--- src/rtl/adder_seg_display.sv ---
// ---------------------------------------------------------------------------
// adder_seg_display
//
// Output stage for the 3-bit ripple-carry adder. The 4-bit result
// {carry-out, sum} is captured on a load strobe and held. The held value is
// shown as a two-digit decimal number (00..15) on a time-multiplexed,
// active-low seven-segment display. A leading zero in the tens place is blanked.
//
// Parameters:
//   REFRESH_DIV : clock cycles each digit stays lit before switching (>= 2)
//
// Ports:
//   clk       in   system clock, rising-edge active
//   rst       in   synchronous active-high reset
//   sum_in    in   [2:0] adder sum
//   c_out_in  in   adder carry-out
//   load      in   capture strobe for {c_out_in, sum_in}
//   seg       out  [6:0] segments {g,f,e,d,c,b,a}, active low
//   an        out  [1:0] digit anodes, active low (an[0]=ones, an[1]=tens)
//   cap_valid out  high once at least one capture has happened since reset
// ---------------------------------------------------------------------------
module adder_seg_display #(
    parameter int REFRESH_DIV = 100000
) (
    input  logic       clk,
    input  logic       rst,
    input  logic [2:0] sum_in,
    input  logic       c_out_in,
    input  logic       load,
    output logic [6:0] seg,
    output logic [1:0] an,
    output logic       cap_valid
);

    localparam int CNT_W = $clog2(REFRESH_DIV);

    // Digit-select states
    localparam logic [0:0] ST_ONES = 1'b0;
    localparam logic [0:0] ST_TENS = 1'b1;

    localparam logic [6:0] SEG_BLANK = 7'b1111111;

    logic [3:0]       res_q,      res_d;
    logic             capValid_q, capValid_d;
    logic [CNT_W-1:0] cnt_q,      cnt_d;
    logic [0:0]       digitSel_q, digitSel_d;

    logic             cntWrap;
    logic             tensDigit;
    logic [3:0]       onesDigit;

    // Active-low seven-segment pattern for a single decimal digit.
    // Codes above 9 never reach here; they fall back to a blank pattern.
    function automatic logic [6:0] decodeDigit(input logic [3:0] d);
        logic [6:0] pat;
        pat = SEG_BLANK;
        case (d)
            4'd0: pat = 7'b1000000;
            4'd1: pat = 7'b1111001;
            4'd2: pat = 7'b0100100;
            4'd3: pat = 7'b0110000;
            4'd4: pat = 7'b0011001;
            4'd5: pat = 7'b0010010;
            4'd6: pat = 7'b0000010;
            4'd7: pat = 7'b1111000;
            4'd8: pat = 7'b0000000;
            4'd9: pat = 7'b0010000;
            default: pat = SEG_BLANK;
        endcase
        return pat;
    endfunction

    // Capture path: load overwrites the held result, otherwise the adder
    // inputs are ignored. The valid flag is sticky after the first load.
    always_comb begin
        res_d      = res_q;
        capValid_d = capValid_q;
        if (load) begin
            res_d      = {c_out_in, sum_in};
            capValid_d = 1'b1;
        end
    end

    // Refresh path: free-running counter that wraps at REFRESH_DIV-1, and
    // the digit select flips on every wrap. This is independent of capture,
    // so a load on the wrap cycle lands together with the digit switch.
    always_comb begin
        cntWrap    = (cnt_q == CNT_W'(REFRESH_DIV - 1));
        cnt_d      = cntWrap ? '0 : cnt_q + CNT_W'(1);
        digitSel_d = digitSel_q;
        if (cntWrap) begin
            digitSel_d = (digitSel_q == ST_ONES) ? ST_TENS : ST_ONES;
        end
    end

    // All state registers; reset wins over load.
    always_ff @(posedge clk) begin
        if (rst) begin
            res_q      <= '0;
            capValid_q <= 1'b0;
            cnt_q      <= '0;
            digitSel_q <= ST_ONES;
        end else begin
            res_q      <= res_d;
            capValid_q <= capValid_d;
            cnt_q      <= cnt_d;
            digitSel_q <= digitSel_d;
        end
    end

    // Decimal split of 0..15: only the values 10..15 have a non-zero tens digit.
    always_comb begin
        tensDigit = (res_q >= 4'd10);
        onesDigit = tensDigit ? (res_q - 4'd10) : res_q;
    end

    // Display drive straight from registered state, so the new value is
    // visible right after the capturing edge. A zero tens digit is blanked.
    always_comb begin
        an  = 2'b10;
        seg = decodeDigit(onesDigit);
        if (digitSel_q == ST_TENS) begin
            an  = 2'b01;
            seg = tensDigit ? decodeDigit(4'd1) : SEG_BLANK;
        end
    end

    assign cap_valid = capValid_q;

endmodule
--- config.mk ---
export PLATFORM = sky130hd
export DESIGN_NAME = adder_seg_display
export DESIGN_NICKNAME = d
export VERILOG_FILES = /design/src/rtl/adder_seg_display.sv
export SDC_FILE = /design/constraint.sdc
export NUM_CORES = 1
export LEC_CHECK = 0
export BUFFER_PORTS_ARGS = -buffer_cell sky130_fd_sc_hd__buf_4
export CAP_MARGIN = 40
export CORE_MARGIN = 4
export CORE_UTILIZATION = 48
export CTS_CLUSTER_SIZE = 24
export DETAILED_ROUTE_END_ITERATION = 10
export PLACE_DENSITY = 0.68
export SLEW_MARGIN = 20
export SYNTH_ARGS = -nofsm -noshare
export SYNTH_HDL_FRONTEND = slang
export SYNTH_SLANG_ARGS = --single-unit
--- constraint.sdc ---
create_clock -name clk -period 2.2 [get_ports clk]
set_input_delay 0.33 -clock clk [delete_from_list [all_inputs] [get_ports clk]]
set_output_delay 0.33 -clock clk [all_outputs]
set_load 0.05 [all_outputs]
==> impl_metrics.py, run 1 <==
metrics = {
    "clock_network": {
        "clk_latency_ps": 300,
        "clkSinkCount": 23,
        "numCtsBuffers": 3,
        "cts_max_level": 1,
        "root_buffer": "clkbuf_4",
        "clk_pin_slew_ps": 130,
        "cts_tree": "done",
        "clockBufferDepth": 2,
    },
    "timing": {
        "hold_viol": 0,
        "slew_violations": 0,
        "period_minus_slack_ps": 2166,
        "final-setup-viol-count": 0,
        "fin_worst_skew_ps": 8.366,
        "worstMarginPinSlew_ps": 390.9,
        "max_slew_margin_pct": 73.57,
        "worst_slack_ps": 33.71,
        "period_share_pct": 98.47,
        "fmax_mhz": 461.6,
        "rsz0062_at_grt": "yes",
    },
    "yosys": {
        "synth.yosys.seq_area_share_pct": 35.11,
        "synth-simple-area-share_pct": 29.29,
        "netlist_area_mm2": 0.001311,
        "synth_warnings": 0,
        "synth_top_family_by_area": "simple AND/OR/NAND/NOR gates",
        "synth_area_leaders": "dfxtp_1 (35%), nor2_1 (7.2%), ha_1 (4.8%)",
        "synth_adder_area_share_pct": 4.771,
        "ys_ff_latch": 23,
        "yosys.area.top_type": "dfxtp_1",
        "synth_top_area_share_pct": 35.11,
        "synth_fp_nets": 165,
        "ys_types": 42,
        "synthCells": 153,
        "synth-edff-count": 0,
        "synth_compound_area_share_pct": 10.40,
        "synth.area.mux_share_pct": 4.580,
        "synthArstFlopShare_pct": 0,
        "synthFlopType": "dfxtp_1",
        "syn_avg_cell_area_um2": 8.570,
        "synth_xor_area_share_pct": 9.351,
    },
    "drt": {
        "viasPerCell": 5.495,
        "first_pass_iters": 4,
        "wirelength_um": 2757,
        "drc": 0,
        "drtIter0Drc": 63,
        "wl_per_cell_um": 13.79,
        "antenna_left": 0,
        "via_count": 1099,
    },
    "floorplanning": {
        "die_area_mm2": 0.003632,
        "start_util_pct": 51.52,
        "num_io_pins": 17,
        "fp.dieH_um": 60.27,
        "coreArea_mm2": 0.002545,
        "dieWidth_um": 60.27,
        "rows": 18,
    },
    "cells_and_area": {
        "fin_cells": 200,
        "nets": 183,
        "diodes": 0,
        "stdcell_area_mm2": 0.001605,
        "nFillCells": 225,
        "drive_gt1_share_pct": 30.59,
        "synthToLayoutAreaGrowth_pct": 22.42,
    },
    "critical_path": {
        "cp-end-kind": "primary output",
        "crit_arrival_ps": 1840,
        "startpoint_type": "flip-flop",
        "required_ps": 1870,
        "cp_max_fo": 4,
        "r2r-start": "cnt_q[0]",
        "startpoint": "res_q[1]",
        "path_class": "flip-flop to primary output",
    },
    "power_and_ir_drop": {
        "netSwitchingFraction_pct": 31.27,
        "leakagePower_uw": 0.0006358,
        "ir_drop_v": 0.0004840,
        "internal_power_uw": 585.1,
        "p_clk_share_pct": 22.1,
        "pwr-share-comb_pct": 26.4,
        "p_sw_uw": 266.2,
        "seqPwrFrac_pct": 51.4,
        "powerDensity_mw_per_mm2": 530.3,
    },
    "global_route": {
        "grt_first_pass_wirelength_um": 4726,
        "grt_util_all_layers_pct": 16.87,
        "first_global_vias": 1029,
        "grt_overflow": 0,
        "grt_start_max_net_pins": 16,
        "antenna_found_initial": 0,
    },
    "worst_hold_path": {
        "hold_path_class": "primary input to flip-flop",
        "min-delay-start": "rst",
    },
    "run_status": {
        "status": "finished, final reports clean",
    },
    "place": {
        "dpl_cell_area_mm2": 0.001436,
        "place_ws_ps": 71.17,
        "gp_congestion": 0.8085,
        "io_buffer_count": 16,
        "dp_hpwl_um": 1961,
        "dp_cells": 193,
    },
    "run": {
        "max-cap-violations": 0,
    },
}
power by group through the flow:
stage	Sequential, µW	Combinational [µW]	Clock, µW
2_1_floorplan	448	129	0
3_3_place_gp	447	177	0
3_5_place_dp	448	180	0
4_1_cts	438	192	196
5_1_grt	440	243	219
6_report	438	225	188
per-layer routing:
layer	up-vias	global-route usage, %	wire length [µm]
met5	-	0	0
met4	0	4.430	15
met3	2	3.456	135
met2	31	26.39	1315
met1	500	23.41	1290
li1	566	-	-
final timing paths:
| kind | end | slack [ps] | cells after the start |
|---|---|---|---|
| worst max-delay path | seg[1] | 30 | 8 |
| worst min-delay path | res_q[2] | 240 | 2 |
| worst max register to register | cnt_q[10] | 490 | 5 |
| worst min register to register | cnt_q[0] | 500 | 1 |
flip-flops by register name, summed over array words and instances (netlist names):
name / count
cnt_q: 17
cap_valid: 1
digitSel_q: 1
res_q: 4
cell families after synthesis:
family / Yosys count
AND/OR/NAND/NOR: 68
flip-flops: 23
AO/OA/AOI/OAI: 22
buffers and inverters: 15
XOR/XNOR: 14
multiplexers: 6
adder cells (fa/ha/maj): 5
synthesized netlist by cell type, drive strengths merged, types with 2 or more instances:
master and number:
nor2 25, o21a 2, inv 7, a21oi 5
nand4 6, buf 7, nand3 8, and3 6
mux2i 6, nor3 3, ha 5, nor4 2
xnor2 7, nand2 8, xor2 7, o21ai 9
dfxtp 23
cells in the final DEF, fill, tap and decap left out, drive strengths merged, types with 2 or more instances in the layout:
cell	Yosys	final
a21oi	5	5
inv	7	7
nor3	3	3
mux2i	6	6
dfxtp	23	23
nand4	6	6
ha	5	5
and3	6	6
buf	7	21
o21a	2	2
o21ai	9	9
xor2	7	7
clkbuf	1	3
xnor2	7	7
nor4	2	2
nand2	8	8
nand3	8	8
nor2	25	25
cell type report:
| cell class | instances | area, µm² | area share, % |
|---|---|---|---|
| Clock inverter | 1 | 5.005 | 0.3118 |
| Multi-Input combinational cell | 115 | 864.6 | 53.86 |
| Timing Repair Buffer | 21 | 183.9 | 11.46 |
| Inverter | 7 | 26.28 | 1.637 |
| Sequential cell | 23 | 465.4 | 28.99 |
| Clock buffer | 3 | 22.52 | 1.403 |
| Tap cell | 30 | 37.54 | 2.338 |
worst max-delay path, cell delays in order, from the launching register on:
cell	delay, ps
dfxtp_2	370
buf_6	110
nor2b_4	40
mux2i_1	190
inv_1	130
ha_4	260
o2bb2ai_2	120
o21ai_2	150
buf_6	170
timing repair:
action	4_1_cts	5_1_grt
pin swaps	0	5
hold buffers	0	0
resized for setup	7	21
endpoints found under the setup margin	7	7
setup buffers	2	1
endpoints found under the hold margin	0	0
metrics by stage:
step           power [µW]  setup TNS [ps]  utilization (%)  hold slack, ps
3_3_place_gp        623.9               0            56.44           453.8
3_5_place_dp        627.2               0            56.44           479.2
4_1_cts             824.9               0            59.19           227.7
6_report            851.3               0            63.08           235.7
5_1_grt             902.3          -486.6            63.08           235.1
2_1_floorplan       577.4               0                -           440.9
Note: power is estimated with default switching activity, not from simulation.
==> run 2: changes to the inputs <==
Settings changed: ABC_AREA set to 1.
==> run 2 against run 1 <==
Cell area about the same. First-iteration DRC count up 3.2%. Critical endpoint is now seg[5]. Critical path type unchanged. Via count up 14%. Final cell count up 33%. Count of clock-buffer cells in the layout up 1. Critical path depth unchanged.
==> impl_metrics.py, run 2 <==
metrics = {
    "run_status": {
        "status": "finished, final reports clean",
    },
    "run": {
        "max-cap-violations": 0,
    },
    "clock_network": {
        "clk_latency_ps": 310,
        "cts_max_level": 1,
        "clockBufferDepth": 2,
        "postCtsHoldBufs": 0,
        "clk_pin_slew_ps": 120,
        "root_buffer": "clkbuf_4",
        "cts_tree": "done",
        "clkSinkCount": 23,
        "numCtsBuffers": 3,
    },
    "timing": {
        "rsz0062_at_grt": "yes",
        "slew_violations": 0,
        "worstMarginPinSlew_ps": 373.7,
        "worst_slack_ps": 81.88,
        "fin_worst_skew_ps": 1.217,
        "max_slew_margin_pct": 75.00,
        "period_minus_slack_ps": 2118,
        "hold_viol": 0,
        "fmax_mhz": 472.1,
        "period_share_pct": 96.28,
        "final-setup-viol-count": 0,
    },
    "drt": {
        "viasPerCell": 4.732,
        "met1_length_um": 1284,
        "wl_met3_um": 89,
        "routed-wl-met2_um": 1261,
        "drc": 0,
        "drtIter0Drc": 65,
        "first_pass_iters": 4,
        "antenna_left": 0,
        "highest_layer": "met4",
        "wl_per_cell_um": 10.15,
        "wirelength_um": 2691,
        "via_count": 1254,
    },
    "global_route": {
        "grt_first_pass_wirelength_um": 4636,
        "grt_start_max_net_pins": 17,
        "first_global_vias": 1089,
        "grt_util_all_layers_pct": 16.19,
        "grt_overflow": 0,
        "antenna_found_initial": 0,
    },
    "cells_and_area": {
        "top_register": "cnt_q",
        "mostFrequentLayoutCell": "nand2_1",
        "reg_top3": "cnt_q x17, res_q x4",
        "drive_gt1_share_pct": 17.95,
        "nets": 247,
        "final_util_pct": 58.17,
        "diodes": 0,
        "stdcell_area_mm2": 0.001604,
        "nFillCells": 281,
        "final_cell_mix": "nand2_1 (62), inv_1 (30), nor2_1 (28), dfxtp_1 (20), buf_4 (13)",
        "largest_reg_flops": 17,
        "fin_cells": 265,
        "synthToLayoutAreaGrowth_pct": 16.02,
    },
    "place": {
        "dp_hpwl_um": 2031,
        "dp_cells": 260,
        "io_buffer_count": 16,
        "gp_congestion": 0.8531,
        "dpl_cell_area_mm2": 0.001519,
        "place_ws_ps": 340.5,
    },
    "yosys": {
        "ys_ff_latch": 23,
        "synthTopCellsByCount": "nand2_1 (65), inv_1 (32), nor2_1 (28)",
        "synth_compound_area_share_pct": 9.502,
        "syn_avg_cell_area_um2": 6.431,
        "synth.yosys.seq_area_share_pct": 33.30,
        "yosysMostFrequentCell": "nand2_1",
        "synthCells": 215,
        "synth_top_family_by_area": "simple AND/OR/NAND/NOR gates",
        "synth_fp_nets": 227,
        "synth-simple-area-share_pct": 38.91,
        "synth_top_area_share_pct": 33.30,
        "synthFlopType": "dfxtp_1",
        "yosys.area.top_type": "dfxtp_1",
        "synth.area.mux_share_pct": 0,
        "netlist_area_mm2": 0.001383,
        "synth_warnings": 0,
        "synth_adder_area_share_pct": 4.525,
        "synthArstFlopShare_pct": 0,
        "ys_types": 24,
        "synth_xor_area_share_pct": 3.167,
        "synth_area_leaders": "dfxtp_1 (33%), nand2_1 (18%), inv_1 (8.7%)",
        "synth-edff-count": 0,
    },
    "floorplanning": {
        "dieWidth_um": 61.67,
        "die_area_mm2": 0.003803,
        "coreArea_mm2": 0.002758,
        "num_io_pins": 17,
        "start_util_pct": 50.14,
        "fp.dieH_um": 61.67,
        "rows": 19,
    },
    "critical_path": {
        "required_ps": 1870,
        "cp_max_fo": 7,
        "startpoint_type": "flip-flop",
        "cp-end-kind": "primary output",
        "path_class": "flip-flop to primary output",
        "crit_arrival_ps": 1790,
    },
    "worst_hold_path": {
        "hold_path_class": "primary input to flip-flop",
    },
    "power_and_ir_drop": {
        "power_uw": 872.0,
        "powerDensity_mw_per_mm2": 543.6,
        "leakagePower_uw": 0.0007544,
        "ir_drop_v": 0.0004425,
    },
}
## run 2: cell count changes in the layout (fill, tap and decap cells not counted), moves of 6 or more
cell / delta
nand2_1: +54
inv_1: +23
a21oi_1: +10
nand3_1: +8
mux2i_1: -6
## run 2: worst max-delay path: stages (launching register included)
cell and delay, ps:
dfxtp_2 360, inv_1 70, ha_1 270, nand2_1 90, nand2_4 110, nand3_2 120
a21oi_4 190, nand2_1 60, buf_4 190
## run 2: worst paths after layout
kind,endpoint,from,slack [ps],cells after the start
worst min-delay path,cap_valid,rst,160,2
worst min register to register,cnt_q[16],cnt_q[16],470,2
worst max-delay path,seg[5],res_q[2],80,8
worst max register to register,cnt_q[12],cnt_q[0],800,6
## run 2: area by class of cell
| cell class | count | area [µm²] | share of cell area (%) |
|---|---|---|---|
| flip-flops and latches | 23 | 466.7 | 29.10 |
| repair buffers | 17 | 142.6 | 8.892 |
| clock buffers | 4 | 26.28 | 1.638 |
| multi-input cells | 157 | 805.8 | 50.23 |
| well taps | 31 | 38.79 | 2.418 |
| inverters | 33 | 123.9 | 7.722 |
## run 2: cell families (layout without fill, tap and decap cells)
| group | Yosys count | in the layout |
|---|---|---|
| simple gates | 123 | 123 |
| buf+inv | 35 | 54 |
| compound gates | 24 | 24 |
| flops | 23 | 23 |
| fa+ha+maj | 5 | 5 |
| xor+xnor | 5 | 5 |
## run 2: timing repair
| action | 4_1_cts | 5_1_grt |
|---|---|---|
| setup buffers | 0 | 1 |
| pin swaps | 0 | 3 |
| endpoints found under the setup margin | 1 | 7 |
| gates resized for setup | 1 | 19 |
| endpoints found under the hold margin | 0 | 0 |
## run 2: report_power, final
part	leakage, µW	switching, µW	internal [µW]
registers	0.000188	10.3	428
clock network	0.0000150	124	71.0
logic	0.000551	159	79.5
total	0.000754	294	578
## run 2: layer usage
layer,vias to the layer above,global-route usage (%)
li1,705,-
met1,525,21.42
met2,18,26.01
met3,6,1.887
met4,0,7.879
met5,-,0
## run 2: stage by stage
step	hold WS [ps]	TNS, ps
after detailed placement	457.3	0
after CTS	148.1	0
after global routing	141.0	-180.2
after global placement	443.3	0
final	164.3	0
after floorplan	402.4	0
